--- config.mk ---
export PLATFORM = sky130hd
export DESIGN_NAME = param_sync_counter
export DESIGN_NICKNAME = d
export VERILOG_FILES = /design/src/rtl/param_sync_counter.sv
export SDC_FILE = /design/constraint.sdc
export NUM_CORES = 1
export LEC_CHECK = 0
export BUFFER_PORTS_ARGS = -buffer_cell sky130_fd_sc_hd__clkbuf_2
export CORE_MARGIN = 2
export CORE_UTILIZATION = 54
export CTS_CLUSTER_DIAMETER = 40
export DETAILED_ROUTE_END_ITERATION = 10
export HOLD_SLACK_MARGIN = 0.06
export PLACE_DENSITY_LB_ADDON = 0.05
export RECOVER_POWER = 25
export SLEW_MARGIN = 20
export SYNTH_ARGS = -nofsm -noshare
export SYNTH_HDL_FRONTEND = slang
export SYNTH_SLANG_ARGS = --single-unit
--- constraint.sdc ---
create_clock -name clk -period 2.2 [get_ports clk]
set_input_delay 0.11 -clock clk [delete_from_list [all_inputs] [get_ports clk]]
set_output_delay 0.11 -clock clk [all_outputs]
set_load 0.01 [all_outputs]
--- src/rtl/param_sync_counter.sv ---
// Parameterised modulo counter with prescaler tick, up/down/ping-pong modes and synchronous load.
// Optional build macro PARAM_SYNC_COUNTER_SAT_EN: saturate at the end values instead of wrapping (pingpong=0).
module param_sync_counter #(
  parameter int WIDTH   = 4,
  parameter int MODULUS = 16,
  parameter int DIV     = 32
) (
  input  logic             clk,
  input  logic             rst,
  input  logic             en,
  input  logic             load,
  input  logic [WIDTH-1:0] load_val,
  input  logic             dir,
  input  logic             pingpong,
  output logic [WIDTH-1:0] out,
  output logic             tc,
  output logic             going_down
);

  localparam int PW = (DIV > 1) ? $clog2(DIV) : 1;
  localparam logic [PW-1:0]  PMAX  = PW'(DIV - 1);
  localparam logic [PW-1:0]  PONE  = PW'(1);
  // Count arithmetic carries one extra bit so MODULUS = 2^WIDTH is representable.
  localparam logic [WIDTH:0] MAXV  = (WIDTH+1)'(MODULUS - 1);
  localparam logic [WIDTH:0] MAXM1 = (WIDTH+1)'(MODULUS - 2);
  localparam logic [WIDTH:0] ONE   = (WIDTH+1)'(1);

  logic [PW-1:0]    pre, pre_n;
  logic [WIDTH:0]   cur, lv_ext, ld_v;
  logic [WIDTH-1:0] out_n;
  logic             tc_n, gd_n, tick;

  assign cur    = {1'b0, out};
  assign lv_ext = {1'b0, load_val};
  assign ld_v   = (lv_ext > MAXV) ? MAXV : lv_ext;
  assign tick   = en & (pre == PMAX);

  always_comb begin
    out_n = out;
    tc_n  = 1'b0;
    gd_n  = going_down;
    pre_n = pre;
    if (load) begin
      out_n = WIDTH'(ld_v);
      pre_n = '0;
      if (pingpong) begin
        if (ld_v == MAXV)     gd_n = 1'b1;
        else if (ld_v == '0)  gd_n = 1'b0;
      end
    end else begin
      if (en) pre_n = (pre == PMAX) ? '0 : pre + PONE;
      if (tick) begin
        if (pingpong) begin
          if (!going_down) begin
            if (cur == MAXV) begin
              // entered at the top while heading up: bounce back off it
              out_n = WIDTH'(cur - ONE);
              gd_n  = 1'b1;
              tc_n  = 1'b1;
            end else if (cur == MAXM1) begin
              out_n = WIDTH'(MAXV);
              gd_n  = 1'b1;
              tc_n  = 1'b1;
            end else begin
              out_n = WIDTH'(cur + ONE);
            end
          end else begin
            if (cur == '0) begin
              out_n = WIDTH'(ONE);
              gd_n  = 1'b0;
              tc_n  = 1'b1;
            end else if (cur == ONE) begin
              out_n = '0;
              gd_n  = 1'b0;
              tc_n  = 1'b1;
            end else begin
              out_n = WIDTH'(cur - ONE);
            end
          end
        end else begin
          gd_n = dir;
          if (!dir) begin
            if (cur == MAXV) begin
`ifdef PARAM_SYNC_COUNTER_SAT_EN
              out_n = out;
`else
              out_n = '0;
              tc_n  = 1'b1;
`endif
            end else begin
              out_n = WIDTH'(cur + ONE);
`ifdef PARAM_SYNC_COUNTER_SAT_EN
              tc_n  = (cur == MAXM1);
`endif
            end
          end else begin
            if (cur == '0) begin
`ifdef PARAM_SYNC_COUNTER_SAT_EN
              out_n = out;
`else
              out_n = WIDTH'(MAXV);
              tc_n  = 1'b1;
`endif
            end else begin
              out_n = WIDTH'(cur - ONE);
`ifdef PARAM_SYNC_COUNTER_SAT_EN
              tc_n  = (cur == ONE);
`endif
            end
          end
        end
      end
    end
  end

  always_ff @(posedge clk or posedge rst) begin
    if (rst) begin
      out        <= '0;
      pre        <= '0;
      tc         <= 1'b0;
      going_down <= 1'b0;
    end else begin
      out        <= out_n;
      pre        <= pre_n;
      tc         <= tc_n;
      going_down <= gd_n;
    end
  end

endmodule

======== Word level (Yosys, flattened, before mapping) ========
Index checks and enable logic that the tools add are counted.
word-level totals
  logic and storage cells ................. 56
  input port bits ......................... 10
  flip-flop bits (word level) ............. 11
  output and inout port bits .............. 6
cells by class
  equality and inequality tests ........... 7
  $add $sub $neg .......................... 3
  muxes and demuxes ....................... 35
  reductions and logical operators ........ 5
  bitwise operators ....................... 1
  $lt $le $gt $ge ......................... 1
operators by type and width
  kind                   number
  $mux W4                12
  $mux W1                20
  $mux W5                3
  $eq A4 B4 Y1 const B   3
  $logic_not A5 Y1       2
  $add A5 B1 Y5 const B  1
  $eq A5 B5 Y1 const B   1
  $add A4 B1 Y4 const B  1
  $eq A4 B1 Y1 const B   1
  $gt A4 B4 Y1 const B   1
  $reduce_bool A2 Y1     2
  $sub A4 B1 Y4 const B  1
  $ne A3 B1 Y1 const B   1
  $reduce_and A3 Y1      1
  $ne A2 B1 Y1 const B   1
  $and A1 B1 Y1          1

======== Logic depth before layout (Yosys ltp) ========
Gate-level depths: netlist (run 1).
  depth in word-level cells ............... 7
  gate-level depth with buffers ........... 7
  mapped depth without buffers ............ 7

======== Worst setup path before layout (run 1) ========
No wires, ideal clock.
  path type ............................... register to register
  start ................................... register out[0]
  end ..................................... register out[1]
  slack ................................... 0.376 ns
  cell stages (with the launch flop) ...... 6
  arrival time ............................ 1.698 ns
  data required time ...................... 2.074 ns
  setup time .............................. 0.126 ns
  cells stage by stage .................... dfrtp_1 > inv_1 > ha_1 > xnor2_1 > a221o_1 > a221o_1
between the ends
  longest elaborated chain between the ends .. 7
  elaborated cells on any way between the ends .. 17
  classes of those cells .................. add/sub: 2; eq/ne: 3; mux: 11; reduce/logical: 1
ends and longest elaborated chain
  item                                   line    source
  from (decl)                            15      output logic [WIDTH-1:0] out,
  from (signal assigned)                 123     out <= out_n;
  $add A4 B1 Y4 (tied with other cells)  65, 91
  $mux W4 (on tied branches)             60, 72
  $mux W4 (on tied branches)             55, 68
  $mux W4                                54      if (!going_down) begin
  $mux W4 (*)                            53      if (pingpong) begin
  $mux W4 (*)                            52      if (tick) begin
  $mux W4 (*)                            43      if (load) begin
Every way passes the cells marked *; elsewhere a longest branch is shown, timed or not. The select of a mux whose other input is x is not followed.
A chain may end at the register's enable or synchronous reset.

======== Worst setup path in the final report (run 1) ========
Ends and elaborated chain as after synthesis.

==> flow_summary.json, run 1 <==
{
  "drt-total-wl_um": 2070,
  "synth_seq_cells": 11,
  "crit_required_ns": 2.36,
  "cts_root_buf": "clkbuf_4",
  "path_clk_slew_ns": 0.07,
  "worst_slew_pin_slew_ns": 0.512,
  "highest_layer": "met3",
  "io_buffers": 15,
  "slew_viol_final": 0,
  "vdd.ir_drop.worst_uv": 471,
  "routedWlPerCell_um": 14.5,
  "drv_cap": 0,
  "io_pins": 16,
  "critPathKind": "reg2reg",
  "clkSinkCount": 11,
  "drc_errors": 0,
  "start_util": 0.564,
  "antenna_found_initial": 0,
  "fin_crit_sh": 0.864,
  "worstReg2RegStart": "out[0]",
  "status": "finished clean",
  "final_cell_count_no_fill": 142,
  "syn_area_um2": 952,
  "drt-initial-drc-count": 16,
  "dp_hpwl_um": 1550,
  "cp-end-kind": "register",
  "grt_pass1_vias": 757,
  "fmax_mhz": 526,
  "cts_made_buffers": 3,
  "place_inst": 137,
  "insertion_delay_ns": 0.27,
  "ys_top_cells_by_area": "dfrtp_1 29%, ha_1 9.2%, nor2_1 5.9%, mux2i_1 3.2%, nand2_1 2.8%",
  "start_kind": "register",
  "critPathLaunch": "out[0]",
  "async_reset_ff_frac": 1.00,
  "yosys.area.top_type": "dfrtp_1",
  "clock_skew_ns": 0.00403,
  "layout-drive-gt1-share": 0.168,
  "ff2ff_path_depth": 5,
  "rsz0062_at_grt": "no",
  "fp.dieArea_mm2": 0.00212,
  "die_w_um": 46.0,
  "rows": 15,
  "ctsHtreeMaxLevel": 1,
  "p_per_area_mw_per_mm2": 592,
  "synth_top_cells_by_count": "15 x nor2_1, 11 x dfrtp_1, 7 x ha_1, 7 x nand2_1, 6 x inv_1",
  "overflow": 0,
  "yosys_warnings": 0,
  "p_leak_nw": 0.489,
  "worst-path-max-fanout": 10,
  "syn-num-nets": 130,
  "hold_end": "out[1]",
  "hold_depth": 2,
  "ys.flop_type": "dfrtp_1",
  "yosysMostFrequentCell": "nor2_1",
  "grt_use_total": 0.227,
  "clock_path_buffers": 2,
  "postCtsSetupBuffers": 0,
  "r2r_setup_slack_ns": 0.30,
  "min_period_ns": 1.90,
  "synth_edf_count": 0,
  "die_h_um": 46.0,
  "firstDrtPassIters": 4,
  "area_delta_synth_final_pct": 8.80,
  "cts_resized": 0,
  "final_hold_viol_count": 0,
  "core-area_mm2": 0.00169,
  "netlist.area_leader.share": 0.289,
  "yosysSeqAreaShare": 0.289,
  "insertedDiodeCount": 0,
  "routed-wl-met3_um": 104,
  "vias_per_cell": 6.07,
  "hold_buffers": 1,
  "ant_nets": 0,
  "setup-tns-final_ns": 0,
  "hp-class": "in2reg",
  "vias": 862,
  "grt_max_degree": 18,
  "wl_met1_um": 1070,
  "syn_avg_cell_area_um2": 8.43,
  "final_nets": 143,
  "critPathArrivalTime_ns": 2.06,
  "wl_met2_um": 888,
  "hold_path_startpoint": "load_val[1]",
  "setup_violations": 0,
  "syn_inst": 113,
  "place_congestion": 0.812,
  "cts_tree": "yes",
  "fill_cells": 157,
  "r2r_end": "out[1]",
  "synth_cell_types": 41,
  "relSlewSlack": 0.659,
  "grt_pass1_wl_um": 3450
}
[flip-flops by register name, indices dropped and copies added, names as in the netlist]
| signal | flops |
|---|---|
| pre | 5 |
| tc | 1 |
| going_down | 1 |
| out | 4 |
[final cells by class]
class                   count  area [µm²]  area share
multi-input cells          87         602       0.581
flip-flops and latches     11         275       0.266
repair buffers             16        85.1      0.0821
clock buffers               4        26.3      0.0254
inverters                   7        26.3      0.0254
well taps                  17        21.3      0.0205
[metrics by stage]
stage | hold slack [ns] | area (µm²) | setup slack (ns) | total power [W] | util
after detailed placement | 0.110 | 1000 | 0.302 | 0.000474 | 0.592
after global routing | 0.0904 | 1040 | 0.141 | 0.000657 | 0.613
final | 0.0962 | 1040 | 0.299 | 0.000614 | 0.613
after global placement | 0.109 | 1000 | 0.387 | 0.000468 | 0.592
after CTS | 0.0924 | 1040 | 0.297 | 0.000616 | 0.613
after floorplan | -0.0376 | 952 | 0.376 | 0.000423 | -
[per-layer routing]
metal,track usage,up-vias
met5,0,-
met4,0.0171,0
met3,0.0595,0
met2,0.331,27
met1,0.348,397
li1,-,438
[how the worst max path moves through the flow]
stage	slack, ns	cells past startpoint	to
CTS	0.30	5	out[1]
global placement	0.39	5	out[1]
global route	0.14	6	out[2]
detailed placement	0.30	5	out[1]
finish	0.30	5	out[1]
floorplan	0.38	5	out[1]
[power by group]
part           total [W]  switching [W]  internal, W
registers       0.000267      0.0000476     0.000220
logic           0.000207       0.000111    0.0000961
clock network   0.000139      0.0000691    0.0000702
total           0.000614       0.000228     0.000386
[cells in the final DEF (no fill, tap or decap), types with 2 or more instances in the layout]
cell	count
nor2_1	15
clkbuf_2	15
dfrtp_1	11
nand2_1	7
ha_1	7
inv_1	6
nand2b_1	4
a21oi_1	4
o21ai_0	4
xnor2_1	3
mux2i_1	3
a31oi_1	3
clkbuf_4	3
nand3_1	2
or2_1	2
a221o_1	2
nor3b_1	2
o221ai_1	2
o31ai_1	2
o211ai_1	2
o311a_1	2
nor3_1	2
a211oi_1	2
and3_1	2
[kinds of logic (layout without fill, tap and decap cells)]
logic type | count (synthesis) | count (layout) | share of synthesized area
AND/OR/NAND/NOR | 40 | 40 | 0.208
AO/OA/AOI/OAI | 32 | 32 | 0.252
buffers and inverters | 15 | 27 | 0.0788
flip-flops | 11 | 11 | 0.289
adder cells (fa/ha/maj) | 7 | 7 | 0.0920
XOR/XNOR | 4 | 4 | 0.0368
multiplexers | 4 | 4 | 0.0434
[worst max-delay path, stage by stage, from the launching register on]
cell     delay (ns)
dfrtp_1        0.50
inv_1          0.16
ha_1           0.37
xnor2_1        0.15
a221o_1        0.32
a221o_1        0.29
Note: power is estimated with default switching activity, not from simulation.
==> inputs of run 2 (changes only) <==
SETUP_SLACK_MARGIN = 0.5   (was unset)
==> run 2 against run 1 <==
Flip-flop and latch count did not move. Die area did not move. Register-to-register slack improved by 0.25 ns. Via count rose by 5.7%. Sequential power rose by 2%. Fmax rose by 15%. Combinational power rose by 24%. First-iteration DRC count rose by 110%.
==> flow_summary.json, run 2 (synthesis gave the netlist of run 1 again) <==
{
  "start_kind": "register",
  "p_leak_nw": 0.535,
  "grt_use_total": 0.235,
  "final_common_cell": "clkbuf_2",
  "final_util": 0.695,
  "reg_top3": "pre (5), out (4)",
  "grt_pass1_vias": 789,
  "grt_max_degree": 18,
  "overflow": 0,
  "clock_path_buffers": 2,
  "layout-drive-gt1-share": 0.344,
  "place_congestion": 0.854,
  "fp.dieArea_mm2": 0.00212,
  "grt_pass1_wl_um": 3580,
  "largest_register_ffs": 5,
  "setup_violations": 0,
  "critPathArrivalTime_ns": 1.80,
  "vdd.ir_drop.worst_uv": 702,
  "start_util": 0.564,
  "io_buffers": 15,
  "dp_hpwl_um": 1570,
  "cp-end-kind": "register",
  "vias_per_cell": 6.16,
  "worstReg2RegStart": "out[0]",
  "status": "finished clean",
  "antenna_found_initial": 0,
  "drt-total-wl_um": 2200,
  "critPathKind": "reg2reg",
  "insertedDiodeCount": 0,
  "cts_tree": "yes",
  "area_delta_synth_final_pct": 23.3,
  "core-area_mm2": 0.00169,
  "final_cell_mix": "15 x clkbuf_2, 13 x nor2_1, 8 x dfrtp_1",
  "fin_crit_sh": 0.749,
  "firstDrtPassIters": 4,
  "drc_errors": 0,
  "path_clk_slew_ns": 0.07,
  "setup-tns-final_ns": 0,
  "hold_path_startpoint": "load_val[0]",
  "cts_made_buffers": 3,
  "clkSinkCount": 11,
  "p_per_area_mw_per_mm2": 563,
  "worst-path-max-fanout": 5,
  "crit_required_ns": 2.35,
  "fmax_mhz": 607,
  "cts_root_buf": "clkbuf_4",
  "drt-initial-drc-count": 33,
  "slew_viol_final": 0,
  "clock_skew_ns": 0.00702,
  "ant_nets": 0,
  "min_period_ns": 1.65,
  "insertion_delay_ns": 0.26,
  "hp-class": "in2reg",
  "drv_cap": 0,
  "die_h_um": 46.0,
  "die_w_um": 46.0,
  "final_hold_viol_count": 0,
  "relSlewSlack": 0.701,
  "worst_slew_pin_slew_ns": 0.449,
  "regMostFlops": "pre",
  "ctsHtreeMaxLevel": 1,
  "io_pins": 16,
  "rows": 15,
  "critPathLaunch": "out[0]",
  "final_nets": 149,
  "rsz0062_at_grt": "yes",
  "vias": 911,
  "routedWlPerCell_um": 14.8
}
## run 2: timing repair
item | CTS | global route
gates cloned | 0 | 0
setup endpoints to repair | 3 | 6
pin swaps | 0 | 6
buffers inserted | 3 | 3
hold endpoints to repair | 11 | 0
hold buffers | 1 | 0
gates resized for setup | 6 | 14
## run 2: area by class of cell
class | count | area, µm²
fill | 129 | 515
inverter | 7 | 31.3
tap | 17 | 21.3
multi-input combinational | 87 | 686
sequential | 11 | 279
timing repair buffer | 22 | 130
clock buffer | 4 | 26.3
## run 2: worst paths after layout
| path | depth (start not counted) | slack [ns] | to |
|---|---|---|---|
| worst max-delay path | 6 | 0.55 | out[3] |
| worst min-delay path | 3 | 0.1 | out[0] |
| worst max register to register | 6 | 0.55 | out[3] |
| worst min register to register | 2 | 0.55 | pre[4] |
| max in group asynchronous | 3 | 1.48 | out[2] |
| min in group asynchronous | 3 | 0.39 | out[1] |
## run 2: worst max-delay path, cell delays in order, from the launching register on
cell and delay, ns:
dfrtp_2 0.47, buf_4 0.16, buf_4 0.14, o311a_1 0.27
a31oi_1 0.15, o311ai_1 0.12, a31o_1 0.22
## run 2: through the flow
step | total power [W] | instances | instance area (µm²) | setup slack, ns | hold slack, ns
after floorplan | 0.000428 | 113 | 967 | 0.514 | -0.0377
after global placement | 0.000477 | 137 | 1010 | 0.403 | 0.105
after detailed placement | 0.000480 | 137 | 1010 | 0.371 | 0.112
after CTS | 0.000630 | 145 | 1090 | 0.506 | 0.0912
after global routing | 0.000713 | 148 | 1170 | 0.466 | 0.0914
final | 0.000661 | 148 | 1170 | 0.553 | 0.0956
## run 2: power by group
group          leakage [nW]  switching (W)  total (W)  internal [W]
Combinational         0.380       0.000127   0.000256      0.000129
Clock                0.0150      0.0000626   0.000133     0.0000700
Sequential            0.140      0.0000506   0.000272      0.000221
## run 2: layer usage
layer	part of all wire	GRT usage
met1	0.48	0.350
met2	0.45	0.347
met3	0.064	0.0714
met4	0.0046	0.0171
met5	0	0
==> inputs of run 3 (changes only) <==
CORE_UTILIZATION = 49   (was 54)
clock period = 1.5 ns   (was 2.2 ns; I/O delays follow)
==> run 3 against run 2 <==
Largest cell class unchanged. Total power is 69% higher. First-iteration DRC count is 39% higher. Critical path depth stayed put. Worst hold slack worse by 0.013 ns. Flip-flop and latch count stayed put. Via count is 20% higher. The run now ends with setup timing left. Highest routed layer unchanged. Fmax is 3.9% lower. Clock skew is 0.0017 ns higher. Critical path type unchanged. Final cell count is 24% higher. Sequential share of layout area is 4.8 points lower. Clock-buffer cell count stayed put.
==> flow_summary.json, run 3 (synthesis gave the netlist of run 1 again) <==
{
  "status": "finished with violations",
  "violations": "setup timing",
  "vias_per_cell": 5.99,
  "overflow": 0,
  "cts_tree": "yes",
  "grt_pass1_wl_um": 4040,
  "die_h_um": 48.1,
  "drv_cap": 0,
  "finalWorstSetupSlack_ns": -0.214,
  "fin_crit_sh": 1.14,
  "final_cell_mix": "25 x buf_4, 14 x nor2_1, 14 x clkbuf_2",
  "fill_cells": 113,
  "slew_viol_final": 0,
  "cts_root_buf": "clkbuf_4",
  "die_w_um": 48.1,
  "area_delta_synth_final_pct": 55.2,
  "ctsHtreeMaxLevel": 1,
  "grt_pass1_vias": 887,
  "p_leak_nw": 0.682,
  "hp-class": "in2reg",
  "clkSinkCount": 11,
  "worst_slew_pin_slew_ns": 0.443,
  "critPathArrivalTime_ns": 1.86,
  "grt_max_degree": 18,
  "fmax_mhz": 584,
  "rows": 15,
  "final_common_cell": "buf_4",
  "setup-tns-final_ns": -0.947,
  "ant_nets": 0,
  "relSlewSlack": 0.705,
  "regMostFlops": "pre",
  "critPathKind": "reg2reg",
  "insertion_delay_ns": 0.27,
  "layout-drive-gt1-share": 0.494,
  "antenna_found_initial": 0,
  "seqCellArea_um2": 280,
  "core-area_mm2": 0.00178,
  "drc_errors": 0,
  "final_area_mm2": 0.00148,
  "multi_input_area_um2": 731,
  "io_pins": 16,
  "start_util": 0.534,
  "cts_made_buffers": 3,
  "final_hold_viol_count": 0,
  "final_cell_count_no_fill": 183,
  "dp_hpwl_um": 1840,
  "clock_skew_ns": 0.00870,
  "crit_required_ns": 1.65,
  "clock_path_buffers": 2,
  "vdd.ir_drop.worst_uv": 383,
  "vias": 1097,
  "io_buffers": 15,
  "place_inst": 164,
  "worst-path-max-fanout": 4,
  "routedWlPerCell_um": 15.6,
  "setup_violations": 8,
  "place_congestion": 0.887,
  "insertedDiodeCount": 0,
  "cp-end-kind": "register",
  "placed_cell_area_mm2": 0.00122,
  "fp.dieArea_mm2": 0.00231,
  "drt-total-wl_um": 2850,
  "rsz0062_at_grt": "yes",
  "p_per_area_mw_per_mm2": 758,
  "final_nets": 176,
  "largest_register_ffs": 5,
  "path_clk_slew_ns": 0.07,
  "firstDrtPassIters": 5,
  "min_period_ns": 1.71,
  "drt-initial-drc-count": 46,
  "reg_top3": "pre (5), out (4)",
  "start_kind": "register",
  "grt_use_total": 0.254
}
==> run 3: critical path, stage by stage, from the launching register on <==
cell      delay, ns
dfrtp_2        0.46
inv_4          0.07
ha_4           0.29
nand2b_4       0.12
a21oi_2        0.05
a221o_1        0.27
a221o_1        0.32
==> run 3: metal layers <==
metal	wire length [µm]	vias up	track usage	part of all wire
li1	-	504	-	-
met1	1230	532	0.335	0.43
met2	1370	49	0.419	0.48
met3	166	12	0.0264	0.058
met4	81	0	0.108	0.028
met5	0	-	0	0
==> run 3: repair_timing <==
item | CTS | global route
hold endpoints to repair | 11 | 0
resized for setup | 15 | 12
endpoints found under the setup margin | 14 | 14
buffers inserted | 7 | 7
hold buffers | 1 | 0
pin swaps | 7 | 6
==> run 3: metrics by stage <==
stage / util / power, W / hold slack (ns) / setup slack [ns]
4_1_cts: 0.780 / 0.00106 / 0.0771 / -0.152
3_3_place_gp: 0.687 / 0.000770 / 0.0726 / -0.129
2_1_floorplan: - / 0.000641 / -0.0727 / -0.131
3_5_place_dp: 0.687 / 0.000780 / 0.0863 / -0.163
5_1_grt: 0.829 / 0.00118 / 0.0813 / -0.237
6_report: 0.829 / 0.00112 / 0.0828 / -0.214
==> run 3: power breakdown <==
group	switching, W	total (W)	internal, W
sequential	0.0000534	0.000378	0.000325
combinational	0.000246	0.000531	0.000285
clock	0.000108	0.000211	0.000103
total	0.000407	0.00112	0.000712
==> run 3: final timing paths <==
path | start | endpoint | slack (ns) | cells past startpoint
worst max-delay path | out[1] | out[1] | -0.21 | 6
min in group asynchronous | rst | pre[0] | 0.32 | 3
worst min register to register | pre[3] | pre[3] | 0.61 | 2
max in group asynchronous | rst | out[1] | 0.84 | 3
worst min-delay path | load_val[1] | out[1] | 0.08 | 2
worst max register to register | out[1] | out[1] | -0.21 | 6
==> run 3: layout make-up <==
cell class | count | area share
repair buffers | 49 | 0.256
inverters | 7 | 0.0212
flip-flops and latches | 11 | 0.190
well taps | 25 | 0.0212
clock buffers | 4 | 0.0178
multi-input cells | 87 | 0.494
